[src/rtl/regfile_sequencer_if.sv]
// regfile_sequencer_if: command and response valid/ready channels of the register-file sequencer.
// Revision: 1.0
`default_nettype none

interface regfile_sequencer_if;
   logic       cmd_valid;
   logic       cmd_ready;
   logic [1:0] cmd_op;
   logic       cmd_dst;
   logic [7:0] cmd_imm;
   logic       res_valid;
   logic       res_ready;
   logic [7:0] res_data;
   logic       res_flag;

   modport master (
      output cmd_valid, cmd_op, cmd_dst, cmd_imm, res_ready,
      input  cmd_ready, res_valid, res_data, res_flag
   );

   modport slave (
      input  cmd_valid, cmd_op, cmd_dst, cmd_imm, res_ready,
      output cmd_ready, res_valid, res_data, res_flag
   );
endinterface

`default_nettype wire

[src/rtl/regfile_sequencer.sv]
// +---------------------------------------------------------------------------+
// | regfile_sequencer: command-driven controller for a two-entry 8-bit        |
// | register file with LOADI/ADD/SUB/READ operations.   Revision: 1.0         |
// +---------------------------------------------------------------------------+
`default_nettype none

module regfile_sequencer (
   input  wire logic             sysclk,
   input  wire logic             rst_n,
   regfile_sequencer_if.slave    bus,
   output      logic [7:0]       rf_w,
   output      logic             rf_rw,
   output      logic             rf_wsel,
   output      logic [1:0]       rf_rsel,
   input  wire logic [7:0]       rf_read0,
   input  wire logic [7:0]       rf_read1
);

   localparam logic [1:0] c_OP_LOADI = 2'b00;
   localparam logic [1:0] c_OP_ADD   = 2'b01;
   localparam logic [1:0] c_OP_SUB   = 2'b10;
   localparam logic [1:0] c_OP_READ  = 2'b11;

   typedef enum logic [2:0] {
      ST_IDLE = 3'd0,
      ST_RD   = 3'd1,
      ST_CAP  = 3'd2,
      ST_WR   = 3'd3,
      ST_RESP = 3'd4
   } state_t;

   state_t     r_state;
   state_t     w_next;
   logic       w_accept;

   logic [1:0] r_op;
   logic       r_dst;
   logic [7:0] r_wdata;
   logic [7:0] r_res_data;
   logic       r_flag;

   logic [8:0] w_sum;
   logic [7:0] w_diff;

   assign w_sum  = {1'b0, rf_read0} + {1'b0, rf_read1};
   assign w_diff = rf_read0 - rf_read1;

   always_ff @(posedge sysclk or negedge rst_n) begin
      if (!rst_n) begin
         r_state <= ST_IDLE;
      end else begin
         r_state <= w_next;
      end
   end

   always_comb begin
      w_next        = r_state;
      w_accept      = 1'b0;
      bus.cmd_ready = 1'b0;
      bus.res_valid = 1'b0;
      rf_rw         = 1'b0;
      rf_wsel       = 1'b0;
      rf_rsel       = 2'b01;
      case (r_state)
         ST_IDLE: begin
            bus.cmd_ready = 1'b1;
            if (bus.cmd_valid) begin
               w_accept = 1'b1;
               w_next   = (bus.cmd_op == c_OP_LOADI) ? ST_WR : ST_RD;
            end
         end
         ST_RD:   w_next = ST_CAP;
         ST_CAP:  w_next = (r_op == c_OP_READ) ? ST_RESP : ST_WR;
         ST_WR: begin
            rf_rw   = 1'b1;
            rf_wsel = r_dst;
            w_next  = ST_RESP;
         end
         ST_RESP: begin
            bus.res_valid = 1'b1;
            if (bus.res_ready) begin
               w_next = ST_IDLE;
            end
         end
         default: w_next = ST_IDLE;
      endcase
   end

   // Operands are taken from the register-file read ports in CAP, one cycle after RD.
   always_ff @(posedge sysclk or negedge rst_n) begin
      if (!rst_n) begin
         r_op       <= c_OP_LOADI;
         r_dst      <= 1'b0;
         r_wdata    <= 8'h00;
         r_res_data <= 8'h00;
         r_flag     <= 1'b0;
      end else begin
         if (w_accept) begin
            r_op  <= bus.cmd_op;
            r_dst <= bus.cmd_dst;
            if (bus.cmd_op == c_OP_LOADI) begin
               r_wdata    <= bus.cmd_imm;
               r_res_data <= bus.cmd_imm;
               r_flag     <= 1'b0;
            end
         end
         if (r_state == ST_CAP) begin
            case (r_op)
               c_OP_ADD: begin
                  r_wdata    <= w_sum[7:0];
                  r_res_data <= w_sum[7:0];
                  r_flag     <= w_sum[8];
               end
               c_OP_SUB: begin
                  r_wdata    <= w_diff;
                  r_res_data <= w_diff;
                  r_flag     <= (rf_read0 < rf_read1);
               end
               c_OP_READ: begin
                  r_res_data <= r_dst ? rf_read1 : rf_read0;
                  r_flag     <= 1'b0;
               end
               default: ;
            endcase
         end
      end
   end

   assign rf_w         = r_wdata;
   assign bus.res_data = r_res_data;
   assign bus.res_flag = r_flag;

endmodule

`default_nettype wire
[src/flat_wrapper.sv]
// flat-port wrapper written by rule: the top's interface ports become plain ports
module regfile_sequencer_flat 
  (sysclk, rst_n, rf_w, rf_rw, rf_wsel, rf_rsel, rf_read0, rf_read1, bus_cmd_valid, bus_cmd_op, bus_cmd_dst, bus_cmd_imm, bus_res_ready, bus_cmd_ready, bus_res_valid, bus_res_data, bus_res_flag);
  regfile_sequencer_if bus_i ();
  input  wire logic sysclk;
  input  wire logic rst_n;
  output      logic [7:0] rf_w;
  output      logic rf_rw;
  output      logic rf_wsel;
  output      logic [1:0] rf_rsel;
  input  wire logic [7:0] rf_read0;
  input  wire logic [7:0] rf_read1;
  input wire logic [$bits(bus_i.cmd_valid)-1:0] bus_cmd_valid;
  input wire logic [$bits(bus_i.cmd_op)-1:0] bus_cmd_op;
  input wire logic [$bits(bus_i.cmd_dst)-1:0] bus_cmd_dst;
  input wire logic [$bits(bus_i.cmd_imm)-1:0] bus_cmd_imm;
  input wire logic [$bits(bus_i.res_ready)-1:0] bus_res_ready;
  output wire logic [$bits(bus_i.cmd_ready)-1:0] bus_cmd_ready;
  output wire logic [$bits(bus_i.res_valid)-1:0] bus_res_valid;
  output wire logic [$bits(bus_i.res_data)-1:0] bus_res_data;
  output wire logic [$bits(bus_i.res_flag)-1:0] bus_res_flag;
  assign bus_i.cmd_valid = bus_cmd_valid;
  assign bus_i.cmd_op = bus_cmd_op;
  assign bus_i.cmd_dst = bus_cmd_dst;
  assign bus_i.cmd_imm = bus_cmd_imm;
  assign bus_i.res_ready = bus_res_ready;
  assign bus_cmd_ready = bus_i.cmd_ready;
  assign bus_res_valid = bus_i.res_valid;
  assign bus_res_data = bus_i.res_data;
  assign bus_res_flag = bus_i.res_flag;
  regfile_sequencer u_core (.sysclk(sysclk), .rst_n(rst_n), .bus(bus_i), .rf_w(rf_w), .rf_rw(rf_rw), .rf_wsel(rf_wsel), .rf_rsel(rf_rsel), .rf_read0(rf_read0), .rf_read1(rf_read1));
endmodule
[config.mk]
export PLATFORM = sky130hd
export DESIGN_NAME = regfile_sequencer_flat
export DESIGN_NICKNAME = d
export VERILOG_FILES = /design/src/rtl/regfile_sequencer_if.sv /design/src/rtl/regfile_sequencer.sv /design/src/flat_wrapper.sv
export SDC_FILE = /design/constraint.sdc
export NUM_CORES = 1
export LEC_CHECK = 0
export ABC_AREA = 1
export BUFFER_PORTS_ARGS = -buffer_cell sky130_fd_sc_hd__buf_2
export CORE_MARGIN = 2
export CORE_UTILIZATION = 42
export CTS_BUF_LIST = sky130_fd_sc_hd__clkbuf_8
export DETAILED_ROUTE_END_ITERATION = 8
export PLACE_DENSITY = 0.73
export SLEW_MARGIN = 20
export SYNTH_ARGS = -nofsm -noshare
export SYNTH_HDL_FRONTEND = slang
export SYNTH_SLANG_ARGS = --single-unit
[constraint.sdc]
create_clock -name sysclk -period 1.4 [get_ports sysclk]
set_input_delay 0.14 -clock sysclk [delete_from_list [all_inputs] [get_ports sysclk]]
set_output_delay 0.14 -clock sysclk [all_outputs]
set_load 0.02 [all_outputs]
Word level (Yosys, flattened, before mapping)
Index checks and enable logic that the tools add are counted.
- flip-flop bits (word level): 23
- latch bits: 0
- memory bits (writable): 0
- bits in read-only memories: 0
- bits of input ports: 31
- output and inout bits: 23
- word-level logic and storage cells: 45
- memories: 0
- add/subtract/negate cells: 2
- multipliers: 0
- div/mod/pow operators: 0
- magnitude comparators: 1
- equality and inequality tests: 9
- shift operators: 0
- muxes and demuxes: 24
- bitwise gates (word level): 0
- reductions and logical operators: 3
- operators with widths (operator ; number):
    $mux W8 ; 7
    $pmux W8 S3 ; 1
    $pmux W8 S2 ; 1
    $pmux W3 S5 ; 1
    $add A8 B8 Y9 ; 1
    $mux W1 ; 9
    $mux W3 ; 3
    $lt A8 B8 Y1 ; 1
    $sub A8 B8 Y8 ; 1
    $eq A3 B2 Y1 const B ; 2
    $eq A2 B2 Y1 const B ; 2
    $ne A2 B2 Y1 const B ; 2
    $eq A3 B1 Y1 const B ; 1
    $eq A3 B3 Y1 const B ; 1
    $logic_not A3 Y1 ; 1
    $pmux W1 S3 ; 1
    $eq A2 B1 Y1 const B ; 1
    $logic_not A2 Y1 ; 1
    $mux W2 ; 1
    $reduce_and A2 Y1 ; 1

Longest topological paths before layout
Gate-level depths: netlist of the first run.
- word-level depth: 5
- gate-level depth with buffers: 13
- depth with buffers taken out: 13

Worst setup path after synthesis of the first run
Ideal clock, no wire load.
- path type: register to register
- start: reg u_core.r_state[0]
- end: reg u_core.r_wdata[5], in the netlist u_core.rf_w[5]
- library setup time: 0.113 ns
- arrival time: 1.503 ns
- setup slack: -0.216 ns
- stages on the path, launching flop included: 10
- path buffers: 1
- clock period less this slack: 1.616 ns
- path through: dfrtp_1 nor3_4 nand2_4 nor2_8 inv_4 buf_6 nand2_2 nand3_1 nand2_1 inv_1
- longest elaborated chain between the ends: 5
- elaborated cells on any way between the ends: 6
- classes of those cells: eq/ne (1); mux (4); reduce/logical (1)
- ends and longest elaborated chain (item ; line ; source):
    from (decl) ; regfile_sequencer.sv:32 ; state_t r_state;
    from (signal assigned) ; regfile_sequencer.sv:52 ; r_state <= w_next;
    $logic_not A3 Y1 ; regfile_sequencer.sv:64 ; case (r_state)
    $mux W1 ; regfile_sequencer.sv:64 ;
    $mux W8 ; regfile_sequencer.sv:98 ; if (w_accept) begin
    $pmux W8 S2 ; regfile_sequencer.sv:108 ; case (r_op)
    $mux W8 * ; regfile_sequencer.sv:107 ; if (r_state == ST_CAP) begin
    to (signal assigned) ; regfile_sequencer.sv:102 ; r_wdata <= bus.cmd_imm;
    to (signal assigned) ; regfile_sequencer.sv:110 ; r_wdata <= w_sum[7:0];
    to (signal assigned) ; regfile_sequencer.sv:115 ; r_wdata <= w_diff;
    to (decl) ; regfile_sequencer.sv:38 ; logic [7:0] r_wdata;
Every way passes the cells marked *; elsewhere a longest branch is shown, timed or not.
A chain may end at the register's enable or synchronous reset.

Worst setup path in the final report of the first run
- start: reg u_core.r_state[1]
- end: reg u_core.r_res_data[0], in the netlist u_core.bus.res_data[0]
- longest elaborated chain between the ends: 5
- elaborated cells on any way between the ends: 6
- classes of those cells: eq/ne (1); mux (4); reduce/logical (1)
- ends and longest elaborated chain (item ; line ; source):
    $logic_not A3 Y1 ; regfile_sequencer.sv:64 ;
    $mux W1 ; regfile_sequencer.sv:64 ;
    $mux W8 ; regfile_sequencer.sv:98 ;
    $pmux W8 S3 ; regfile_sequencer.sv:108 ;
    $mux W8 * ; regfile_sequencer.sv:107 ;
    to (signal assigned) ; regfile_sequencer.sv:103 ; r_res_data <= bus.cmd_imm;
    to (signal assigned) ; regfile_sequencer.sv:111 ; r_res_data <= w_sum[7:0];
    to (signal assigned) ; regfile_sequencer.sv:116 ; r_res_data <= w_diff;
    to (decl) ; regfile_sequencer.sv:39 ; logic [7:0] r_res_data;
Marked as above.

==> impl_metrics.env, run 1 <==
export IMPL_crit_path_top_delay_cell="dfrtp_1"
export IMPL_max_stage_delay_ns=0.43
export IMPL_finalWirelength_mm=5.903
export IMPL_critPathKind="reg2reg"
export IMPL_status="complete, but fails checks"
export IMPL_ys_top_cells_by_area="dfrtp_1 (27%), nand2_1 (14%), ha_1 (12%)"
export IMPL_ys_types=32
export IMPL_antenna_found_initial=0
export IMPL_hp_start="bus_cmd_dst"
export IMPL_gp_congestion=0.8750
export IMPL_hp_class="in2reg"
export IMPL_switching_power_mw=2.496
export IMPL_design_area_um2=2972
export IMPL_synth_edf_count=0
export IMPL_fillCellCount=485
export IMPL_grt_overflow_total=0
export IMPL_final_setup_skew_ns=0.001553
export IMPL_relSlewSlack_pct=64.66
export IMPL_synth_top_family_by_area="simple AND/OR/NAND/NOR gates"
export IMPL_cts_buffers=3
export IMPL_tightest_slew_ns=0.5301
export IMPL_worst_hold_path_num_cells=3
export IMPL_peakVddDrop_mv=1.393
export IMPL_die_h_um=75.87
export IMPL_ys_warn_count=0
export IMPL_dp_hpwl_mm=4.731
export IMPL_yosysMostFrequentCell="nand2_1"
export IMPL_r2r_cells=8
export IMPL_syn_avg_cell_area_um2=6.655
export IMPL_yosysSeqAreaShare_pct=26.53
export IMPL_rsz0062_at_grt="yes"
export IMPL_ys_async_sr_fraction_pct=100.0
export IMPL_synth_xor_area_share_pct=0
export IMPL_portBuffers=51
export IMPL_synth_largest_area_cell="dfrtp_1"
export IMPL_cap_violations=0
export IMPL_timing_final_crit_period_ns=1.420
export IMPL_wl_per_cell_um=12.20
export IMPL_htree_levels=1
export IMPL_drt_pass1_iter_count=4
export IMPL_r2r_start="u_core.r_state[1]"
export IMPL_reg2reg_to="u_core.bus.res_data[0]"
export IMPL_num_rows=26
export IMPL_clock_sinks=23
export IMPL_synthAdderAreaFrac_pct=13.96
export IMPL_critPathMaxFanout=17
export IMPL_cp_end_kind="flop"
export IMPL_grt_pass1_vias=2162
export IMPL_synth_top_cell_area_share_pct=26.53
export IMPL_ys_flop_type="dfrtp_1"
export IMPL_internal_power_mw=2.628
export IMPL_cts_clk_slew_worst_paths_ns=0.08
export IMPL_ios=54
export IMPL_placed_area_um2=2775
export IMPL_drive_gt1_share_pct=34.54
export IMPL_synthMuxAreaShare_pct=0
export IMPL_coreArea_um2=5042
export IMPL_arrival_ns=1.57
export IMPL_drt_initial_drc_count=97
export IMPL_clk_path_buf_depth=2
export IMPL_cp_data_required_time_ns=1.55
export IMPL_fmax_ghz=0.7041
export IMPL_holdPathEnd="u_core.r_dst"
export IMPL_seq_power_share_pct=24.5
export IMPL_root_buffer="clkbuf_8"
export IMPL_setup_viol=3
export IMPL_use_met2_pct=37.16
export IMPL_critPathLaunchType="flop"
export IMPL_clock_latency_ns=0.26
export IMPL_final_hold_viol_count=0
export IMPL_r2r_slack_ns=-0.02
export IMPL_drv_slew=0
export IMPL_power_frac_comb_pct=67.5
export IMPL_syn_to_final_growth_pct=36.97
export IMPL_antennaDiodeCount=0
export IMPL_routed_via_count=2368
export IMPL_yosys_area_share_simple_pct=33.56
export IMPL_syn_cell_area_um2=2170
export IMPL_p_clk_share_pct=8.0
export IMPL_p_leak_nw=1.675
export IMPL_crit_path_start="u_core.r_state[1]"
export IMPL_postSynthCellCount=326
export IMPL_dieArea_um2=5756
export IMPL_drc=0
export IMPL_switching_share_pct=48.71
export IMPL_cts_tree="yes"
export IMPL_vias_per_cell=4.893
export IMPL_power_density_nw_per_um2=1724
export IMPL_syn_nets=380
export IMPL_path_cells="nor3_4, nand2_4, nor2_8, inv_8, nand2_1, nand3_1, o31ai_2, inv_1"
export IMPL_violations="setup timing"
export IMPL_met1_usage_pct=26.29
export IMPL_grt_busiest_layer="met2"
export IMPL_met3_usage_pct=4.630
export IMPL_synth_common_cells="nand2_1 (81), inv_1 (49), nor2_1 (36)"
export IMPL_final_period_utilization_pct=101.4
export IMPL_fp_dieW_um=75.87
export IMPL_setup_slack_ns=-0.02022
export IMPL_synth_compound_area_share_pct=13.96
export IMPL_hold_ws_ns=0.1245
export IMPL_pre_cts_slack_ns=-0.2554
export IMPL_grt_max_degree=24
export IMPL_grt_pass1_wl_mm=9.211
export IMPL_synth_seq_cells=23
export IMPL_fin_nets=469
export IMPL_grt_usage_pct=20.79
export IMPL_initial_core_util_pct=43.03
export IMPL_ant_nets=0
[stage by stage]
stage | power (mW) | setup TNS [ns] | utilization (%) | cells
2_1_floorplan | 3.266 | -2.296 | - | 326
3_3_place_gp | 4.395 | -2.312 | 55.04 | 476
3_5_place_dp | 4.449 | -2.593 | 55.04 | 476
4_1_cts | 4.914 | -0.02820 | 56.45 | 481
5_1_grt | 5.577 | -1.106 | 58.93 | 484
6_report | 5.124 | -0.03555 | 58.93 | 484
[placed cells by master, fill, tap and decap left out, types with 2 or more instances in the layout]
master,n
a21oi_1,22
a21oi_2,6
a31oi_1,2
buf_12,2
buf_2,50
buf_4,35
buf_6,4
clkbuf_8,3
conb_1,2
dfrtp_1,22
fa_2,2
ha_1,17
ha_2,3
inv_1,45
inv_2,6
nand2_1,73
nand2_2,13
nand3_1,28
nand3_2,5
nor2_1,35
nor2_4,2
nor3_4,2
o21ai_0,11
o21ai_1,5
o21ai_2,2
[final cells by class]
cell class              count  area (um^2)  share of cell area [%]
inverters                  52        205.2                   6.905
multi-input cells         243         1449                   48.76
clock buffers               3        41.29                   1.389
flip-flops and latches     23        576.8                   19.41
clock inverters             1        3.754                  0.1263
well taps                  70        87.58                   2.947
repair buffers             92        608.1                   20.46
[state kept, by name, indices dropped and copies added, names as in the netlist]
register	count
u_core.rf_w	8
u_core.r_dst	1
u_core.r_op	2
u_core.r_state	3
u_core.bus.res_data	8
u_core.bus.res_flag	1
[critical path: cells and delay by family, from the launching register on]
| family | cells | cell delay, ns |
|---|---|---|
| and+or+nand+nor | 5 | 0.64 |
| DFF | 1 | 0.43 |
| buffers and inverters | 2 | 0.16 |
| AOI/OAI and AO/OA | 1 | 0.07 |
[metal layers]
metal / vias to the layer above / share of wire [%]
met5: - / 0
met4: 0 / 0.90
met3: 4 / 5.1
met2: 59 / 50
met1: 1093 / 44
li1: 1212 / -
[logic make-up (layout without fill, tap and decap cells)]
kind of cell / count (synthesis) / after routing
compound gates: 54 / 54
other cells: 2 / 2
buf+inv: 60 / 148
simple gates: 164 / 164
flops: 23 / 23
fa+ha+maj: 23 / 23
[power groups by stage]
stage                     clock, mW  combinational (mW)  sequential (mW)
after floorplan                   0                1.70             1.57
after global placement            0                3.16             1.24
after detailed placement          0                3.21             1.24
after CTS                     0.418                3.26             1.23
after global routing          0.452                3.84             1.29
final                         0.410                3.46             1.25
[what timing repair did]
action                                  CTS  global route
endpoints found under the hold margin    23             0
setup buffers                             0             3
pin swaps                                 1             8
cloned                                    0             0
hold buffers                              1             0
endpoints found under the setup margin    7            21
gates resized for setup                   6            38
[how the worst max path moves through the flow]
stage,to,depth (start not counted)
global placement,u_core.rf_w[6],13
CTS,u_core.bus.res_data[0],8
detailed placement,u_core.rf_w[6],13
finish,u_core.bus.res_data[0],8
global route,u_core.bus.res_data[3],9
floorplan,u_core.rf_w[5],9
Power figures use the tool's default switching activity.
==> run 2, diff against run 1 <==
Settings changed: ABC_AREA 1 to default, SETUP_SLACK_MARGIN from default to 0.5.
==> run 2 against run 1 <==
Against the previous run: the flow still finishes with violations (setup timing); combinational power up 78%; count of clock-buffer cells in the layout unchanged; maximum frequency down 24%; total power up 54%; global-route usage up 8.3 points; utilization up 23 points; synthesized area up 2.3%; clock skew up 0.0011 ns; setup slack worse by 0.45 ns; critical path depth unchanged; first-iteration DRC count up 110%; cell area up 41%; critical path type unchanged; critical endpoint is now u_core.bus.res_data[5]; highest routed layer unchanged.
==> impl_metrics.env, run 2 <==
export IMPL_status="complete, but fails checks"
export IMPL_violations="setup timing"
export IMPL_final_setup_skew_ns=0.002617
export IMPL_hold_ws_ns=0.09906
export IMPL_finalWirelength_mm=9.759
export IMPL_placed_area_um2=3227
export IMPL_syn_avg_cell_area_um2=8.914
export IMPL_relSlewSlack_pct=66.99
export IMPL_drv_slew=0
export IMPL_synth_edf_count=0
export IMPL_design_area_um2=4180
export IMPL_layout_common_cells="buf_4 (79), buf_6 (47), buf_2 (25)"
export IMPL_drc=0
export IMPL_antenna_found_initial=0
export IMPL_rsz0062_at_grt="yes"
export IMPL_tightest_slew_ns=0.4900
export IMPL_timing_final_crit_period_ns=1.871
export IMPL_grt_pass1_wl_mm=13.63
export IMPL_grt_overflow_total=0
export IMPL_ios=54
export IMPL_final_period_utilization_pct=133.7
export IMPL_cp_end_kind="flop"
export IMPL_ys_top_cells_by_area="dfrtp_1 (26%), ha_1 (12%), mux2_2 (5.6%)"
export IMPL_die_h_um=76.70
export IMPL_max_stage_delay_ns=0.49
export IMPL_clock_sinks=23
export IMPL_yosysSeqAreaShare_pct=25.93
export IMPL_synth_seq_cells=23
export IMPL_critPathLaunchType="flop"
export IMPL_drt_pass1_iter_count=4
export IMPL_ys_flop_type="dfrtp_1"
export IMPL_drive_gt1_share_pct=65.99
export IMPL_critPathMaxFanout=6
export IMPL_fmax_ghz=0.5344
export IMPL_ys_types=61
export IMPL_peakVddDrop_mv=1.501
export IMPL_arrival_ns=2.03
export IMPL_syn_cell_area_um2=2220
export IMPL_path_buf_inv=2
export IMPL_clk_path_buf_depth=2
export IMPL_vias_per_cell=5.739
export IMPL_power_density_nw_per_um2=1887
export IMPL_initial_core_util_pct=43.46
export IMPL_num_rows=26
export IMPL_routed_via_count=2663
export IMPL_portBuffers=51
export IMPL_cts_clk_slew_worst_paths_ns=0.09
export IMPL_syn_to_final_growth_pct=88.33
export IMPL_pre_cts_slack_ns=-0.6303
export IMPL_cts_buffers=3
export IMPL_crit_path_top_delay_cell="or4b_4"
export IMPL_drt_initial_drc_count=203
export IMPL_ys_async_sr_fraction_pct=100.0
export IMPL_synth_top_cell_area_share_pct=25.93
export IMPL_cap_violations=0
export IMPL_ys_warn_count=0
export IMPL_fillCellCount=283
export IMPL_dieArea_um2=5882
export IMPL_synth_largest_area_cell="dfrtp_1"
export IMPL_root_buffer="clkbuf_8"
export IMPL_ant_nets=0
export IMPL_regArea_um2=578.1
export IMPL_grt_usage_pct=29.07
export IMPL_crit_family="simple AND/OR/NAND/NOR gates"
export IMPL_clock_latency_ns=0.27
export IMPL_critPathKind="reg2reg"
export IMPL_final_hold_viol_count=0
export IMPL_fin_nets=449
export IMPL_cp_data_required_time_ns=1.55
export IMPL_hp_class="in2reg"
export IMPL_setup_slack_ns=-0.4713
export IMPL_coreArea_um2=5107
export IMPL_cts_tree="yes"
export IMPL_multi_input_area_um2=1964
export IMPL_htree_levels=1
export IMPL_postSynthCellCount=249
export IMPL_wl_per_cell_um=21.03
export IMPL_gp_congestion=0.9215
export IMPL_path_cells="inv_2, ha_4, or4b_4, buf_6, a21oi_4, nand2_1, a211oi_2, a211oi_1"
export IMPL_grt_max_degree=24
export IMPL_grt_pass1_vias=2784
export IMPL_p_leak_nw=1.925
export IMPL_syn_nets=303
export IMPL_final_common_cell="buf_4"
export IMPL_setup_viol=26
export IMPL_antennaDiodeCount=0
export IMPL_fp_dieW_um=76.70
export IMPL_dp_hpwl_mm=5.097
export IMPL_synth_common_cells="dfrtp_1 (23), inv_1 (23), ha_1 (21)"
## run 2: cell types whose count changed after synthesis, moves of 9 or more
cell     previous run  this run
nand2_1            81        11
nand3_1            33         2
inv_1              49        23
nor2_1             36        16
mux2_2              0        11
mux2i_1             0        11
o21ai_0            18         9
## run 2: kinds of logic (layout without fill, tap and decap cells)
kind of cell	after synthesis	count (layout)	share of synthesized area, %
AND/OR/NAND/NOR	59	59	14.26
buffers and inverters	40	185	8.624
XOR/XNOR	2	2	0.7893
flip-flops	23	23	25.93
AO/OA/AOI/OAI	78	78	25.88
adder cells (fa/ha/maj)	23	23	13.64
multiplexers	22	22	10.54
other	2	2	0.3383
## run 2: metal layers
metal / track usage, % / vias to the layer above / part of all wire [%]
li1: - / 1196 / -
met1: 31.47 / 1280 / 35
met2: 55.18 / 129 / 53
met3: 5.294 / 58 / 5.0
met4: 11.64 / 0 / 6.7
met5: 0 / - / 0
## run 2: worst register-to-register path, stage by stage (launching register included)
cell	delay, ns
dfrtp_1	0.39
inv_2	0.08
ha_4	0.17
or4b_4	0.49
buf_6	0.16
a21oi_4	0.12
nand2_1	0.08
a211oi_2	0.20
a211oi_1	0.07
## run 2: repair_timing
action	4_1_cts	5_1_grt
endpoints found under the hold margin	23	0
hold buffers	1	0
gates resized for setup	109	34
cloned	2	0
buffers inserted	25	13
endpoints found under the setup margin	44	46
pin swaps	33	19
## run 2: worst paths after layout
kind                                start                     end  slack [ns]  depth (start not counted)
setup / recovery           u_core.r_op[1]  u_core.bus.res_data[5]       -0.47                          8
hold / removal                bus_cmd_dst            u_core.r_dst         0.1                          2
setup reg to reg           u_core.r_op[1]  u_core.bus.res_data[5]       -0.47                          8
hold reg to reg            u_core.rf_w[2]          u_core.rf_w[2]        0.63                          2
max in group asynchronous           rst_n       u_core.r_state[0]        0.79                          2
min in group asynchronous           rst_n     u_core.bus.res_flag        0.34                          2
## run 2: report_power, final
group / total, mW / leakage (nW) / switching (mW) / internal, mW
sequential: 1.30 / 0.271 / 0.296 / 1.01
combinational: 6.15 / 1.63 / 2.92 / 3.23
clock: 0.434 / 0.0255 / 0.235 / 0.199
## run 2: final cells by class
class	count	area share, %
multi-input combinational	186	46.99
timing repair buffer	158	32.54
sequential	23	13.83
inverter	23	3.442
tap	70	2.095
clock buffer	3	0.9877
clock inverter	1	0.1197
## run 2: through the flow
step	cells	TNS, ns	util, %	power [mW]
3_3_place_gp	419	-6.874	63.18	4.834
2_1_floorplan	249	-2.772	-	3.558
6_report	464	-7.068	81.85	7.889
5_1_grt	464	-8.086	81.85	8.196
4_1_cts	451	-3.773	76.85	6.820
3_5_place_dp	419	-7.395	63.18	4.912
==> run 3, diff against run 2 <==
Settings changed: CTS_BUF_LIST sky130_fd_sc_hd__clkbuf_8 to sky130_fd_sc_hd__clkbuf_16.
==> run 3 against run 2 <==
Against the previous run: the flow still finishes with violations (setup timing); flip-flop and latch count did not move; count of clock-buffer cells in the layout did not move; setup slack got worse by 0.030 ns; total power fell by 8.3%; sequential power barely moved.
==> impl_metrics.env, run 3 (synthesis results as in run 2) <==
export IMPL_antennaDiodeCount=0
export IMPL_fmax_ghz=0.5260
export IMPL_syn_to_final_growth_pct=77.28
export IMPL_root_buffer="clkbuf_16"
export IMPL_status="complete, but fails checks"
export IMPL_final_hold_viol_count=0
export IMPL_tns_ns=-6.425
export IMPL_cts_buffers=3
export IMPL_hp_start="bus_cmd_dst"
export IMPL_setup_viol=22
export IMPL_drt_initial_drc_count=135
export IMPL_final_common_cell="buf_4"
export IMPL_vias_per_cell=5.558
export IMPL_holdPathEnd="u_core.r_dst"
export IMPL_path_buf_inv=3
export IMPL_grt_pass1_wl_mm=12.55
export IMPL_finalWirelength_mm=8.164
export IMPL_fin_nets=437
export IMPL_fin_cells=452
export IMPL_final_setup_skew_ns=0.001096
export IMPL_dieArea_um2=5882
export IMPL_cpMostUsedCell="buf_4"
export IMPL_initial_core_util_pct=43.46
export IMPL_setup_slack_ns=-0.5012
export IMPL_grt_overflow_total=0
export IMPL_power_density_nw_per_um2=1838
export IMPL_rsz0062_at_grt="yes"
export IMPL_dp_cells=419
export IMPL_drive_gt1_share_pct=60.47
export IMPL_fp_dieW_um=76.70
export IMPL_cap_violations=0
export IMPL_cp_end_kind="flop"
export IMPL_drc=0
export IMPL_max_stage_delay_ns=0.42
export IMPL_final_period_utilization_pct=135.8
export IMPL_timing_final_crit_period_ns=1.901
export IMPL_p_leak_nw=1.837
export IMPL_worst_hold_path_num_cells=2
export IMPL_grt_max_degree=24
export IMPL_drt_pass1_iter_count=4
export IMPL_critPathKind="reg2reg"
export IMPL_routed_via_count=2512
export IMPL_pre_cts_slack_ns=-0.6303
export IMPL_post_route_util_pct=77.05
export IMPL_dp_hpwl_mm=5.097
export IMPL_r2r_slack_ns=-0.50
export IMPL_grt_pass1_vias=2536
export IMPL_crit_family="simple AND/OR/NAND/NOR gates"
export IMPL_path_cells="buf_4, ha_2, buf_4, nor4b_1, nor4_2, buf_4, a22oi_1"
export IMPL_reg2reg_to="u_core.bus.res_data[3]"
export IMPL_cts_tree="yes"
export IMPL_layout_common_cells="buf_4 (78), buf_6 (37), buf_2 (25)"
export IMPL_num_rows=26
export IMPL_peakVddDrop_mv=1.433
export IMPL_clk_path_buf_depth=2
export IMPL_r2r_start="u_core.r_op[0]"
export IMPL_wl_per_cell_um=18.06
export IMPL_clock_latency_ns=0.26
export IMPL_portBuffers=51
export IMPL_clock_sinks=23
export IMPL_htree_levels=1
export IMPL_r2r_cells=7
export IMPL_violations="setup timing"
export IMPL_crit_path_top_delay_cell="nor4_2"
export IMPL_ios=54
export IMPL_ant_nets=0
export IMPL_hp_class="in2reg"
export IMPL_cp_data_required_time_ns=1.54
export IMPL_coreArea_um2=5107
export IMPL_cts_clk_slew_worst_paths_ns=0.06
export IMPL_die_h_um=76.70
export IMPL_grt_usage_pct=26.26
export IMPL_drv_slew=0
export IMPL_critPathLaunchType="flop"
export IMPL_arrival_ns=2.04
export IMPL_critPathMaxFanout=7
export IMPL_antenna_found_initial=0
export IMPL_gp_congestion=0.9215
==> run 3: cell types whose count changed in the layout (fill, tap and decap cells not counted), moves of 2 or more <==
cell,delta
o21ai_2,-2
a21oi_1,+6
a21oi_2,-6
buf_12,-2
nor2b_1,+2
a2111oi_2,+2
o21ai_0,+3
buf_6,-10
a2111oi_4,-2
clkbuf_16,+3
clkbuf_8,-3
==> run 3: worst max path at each step <==
stage                    from                endpoint  slack, ns  cells after the start
2_1_floorplan  u_core.r_op[0]  u_core.bus.res_data[5]      -0.31                      8
3_3_place_gp      rf_read0[0]  u_core.bus.res_data[6]      -0.57                     10
3_5_place_dp      rf_read0[0]     u_core.bus.res_flag      -0.63                     10
4_1_cts        u_core.r_op[1]  u_core.bus.res_data[5]      -0.41                      8
5_1_grt        u_core.r_op[0]  u_core.bus.res_data[3]      -0.53                      7
6_report       u_core.r_op[0]  u_core.bus.res_data[3]      -0.50                      7
==> run 3: routing by layer <==
layer  part of all wire [%]  track usage, %
met1                     38           31.45
met2                     53           48.07
met3                    5.4           3.882
met4                    3.5           8.182
met5                      0               0
==> run 3: report_power, final <==
group | switching (mW) | leakage [nW] | internal, mW | total [mW]
logic | 2.50 | 1.52 | 2.78 | 5.27
clock network | 0.254 | 0.0409 | 0.385 | 0.639
registers | 0.310 | 0.271 | 1.01 | 1.32
==> run 3: what timing repair did <==
item / in CTS / in global routing
pin swaps: 17 / 18
gates resized for setup: 75 / 32
endpoints found under the setup margin: 44 / 54
hold endpoints to repair: 23 / 0
buffers inserted: 15 / 12
hold buffers: 1 / 0
cloned: 1 / 0
==> run 3: layout make-up <==
cell class / instances / area (um^2)
multi-input cells: 186 / 1843
clock inverters: 1 / 5.005
well taps: 70 / 87.58
fillers: 335 / 1172
flip-flops and latches: 23 / 578.1
repair buffers: 146 / 1207
clock buffers: 3 / 75.07
inverters: 23 / 138.9
==> run 3: per-stage QoR <==
step | area, um^2 | power, mW | hold WS [ns]
after floorplan | 2541 | 3.558 | -0.1556
after global placement | 3227 | 4.834 | 0.1378
after detailed placement | 3227 | 4.912 | 0.1375
after CTS | 3690 | 6.457 | 0.1140
after global routing | 3935 | 7.600 | 0.1250
final | 3935 | 7.234 | 0.1236
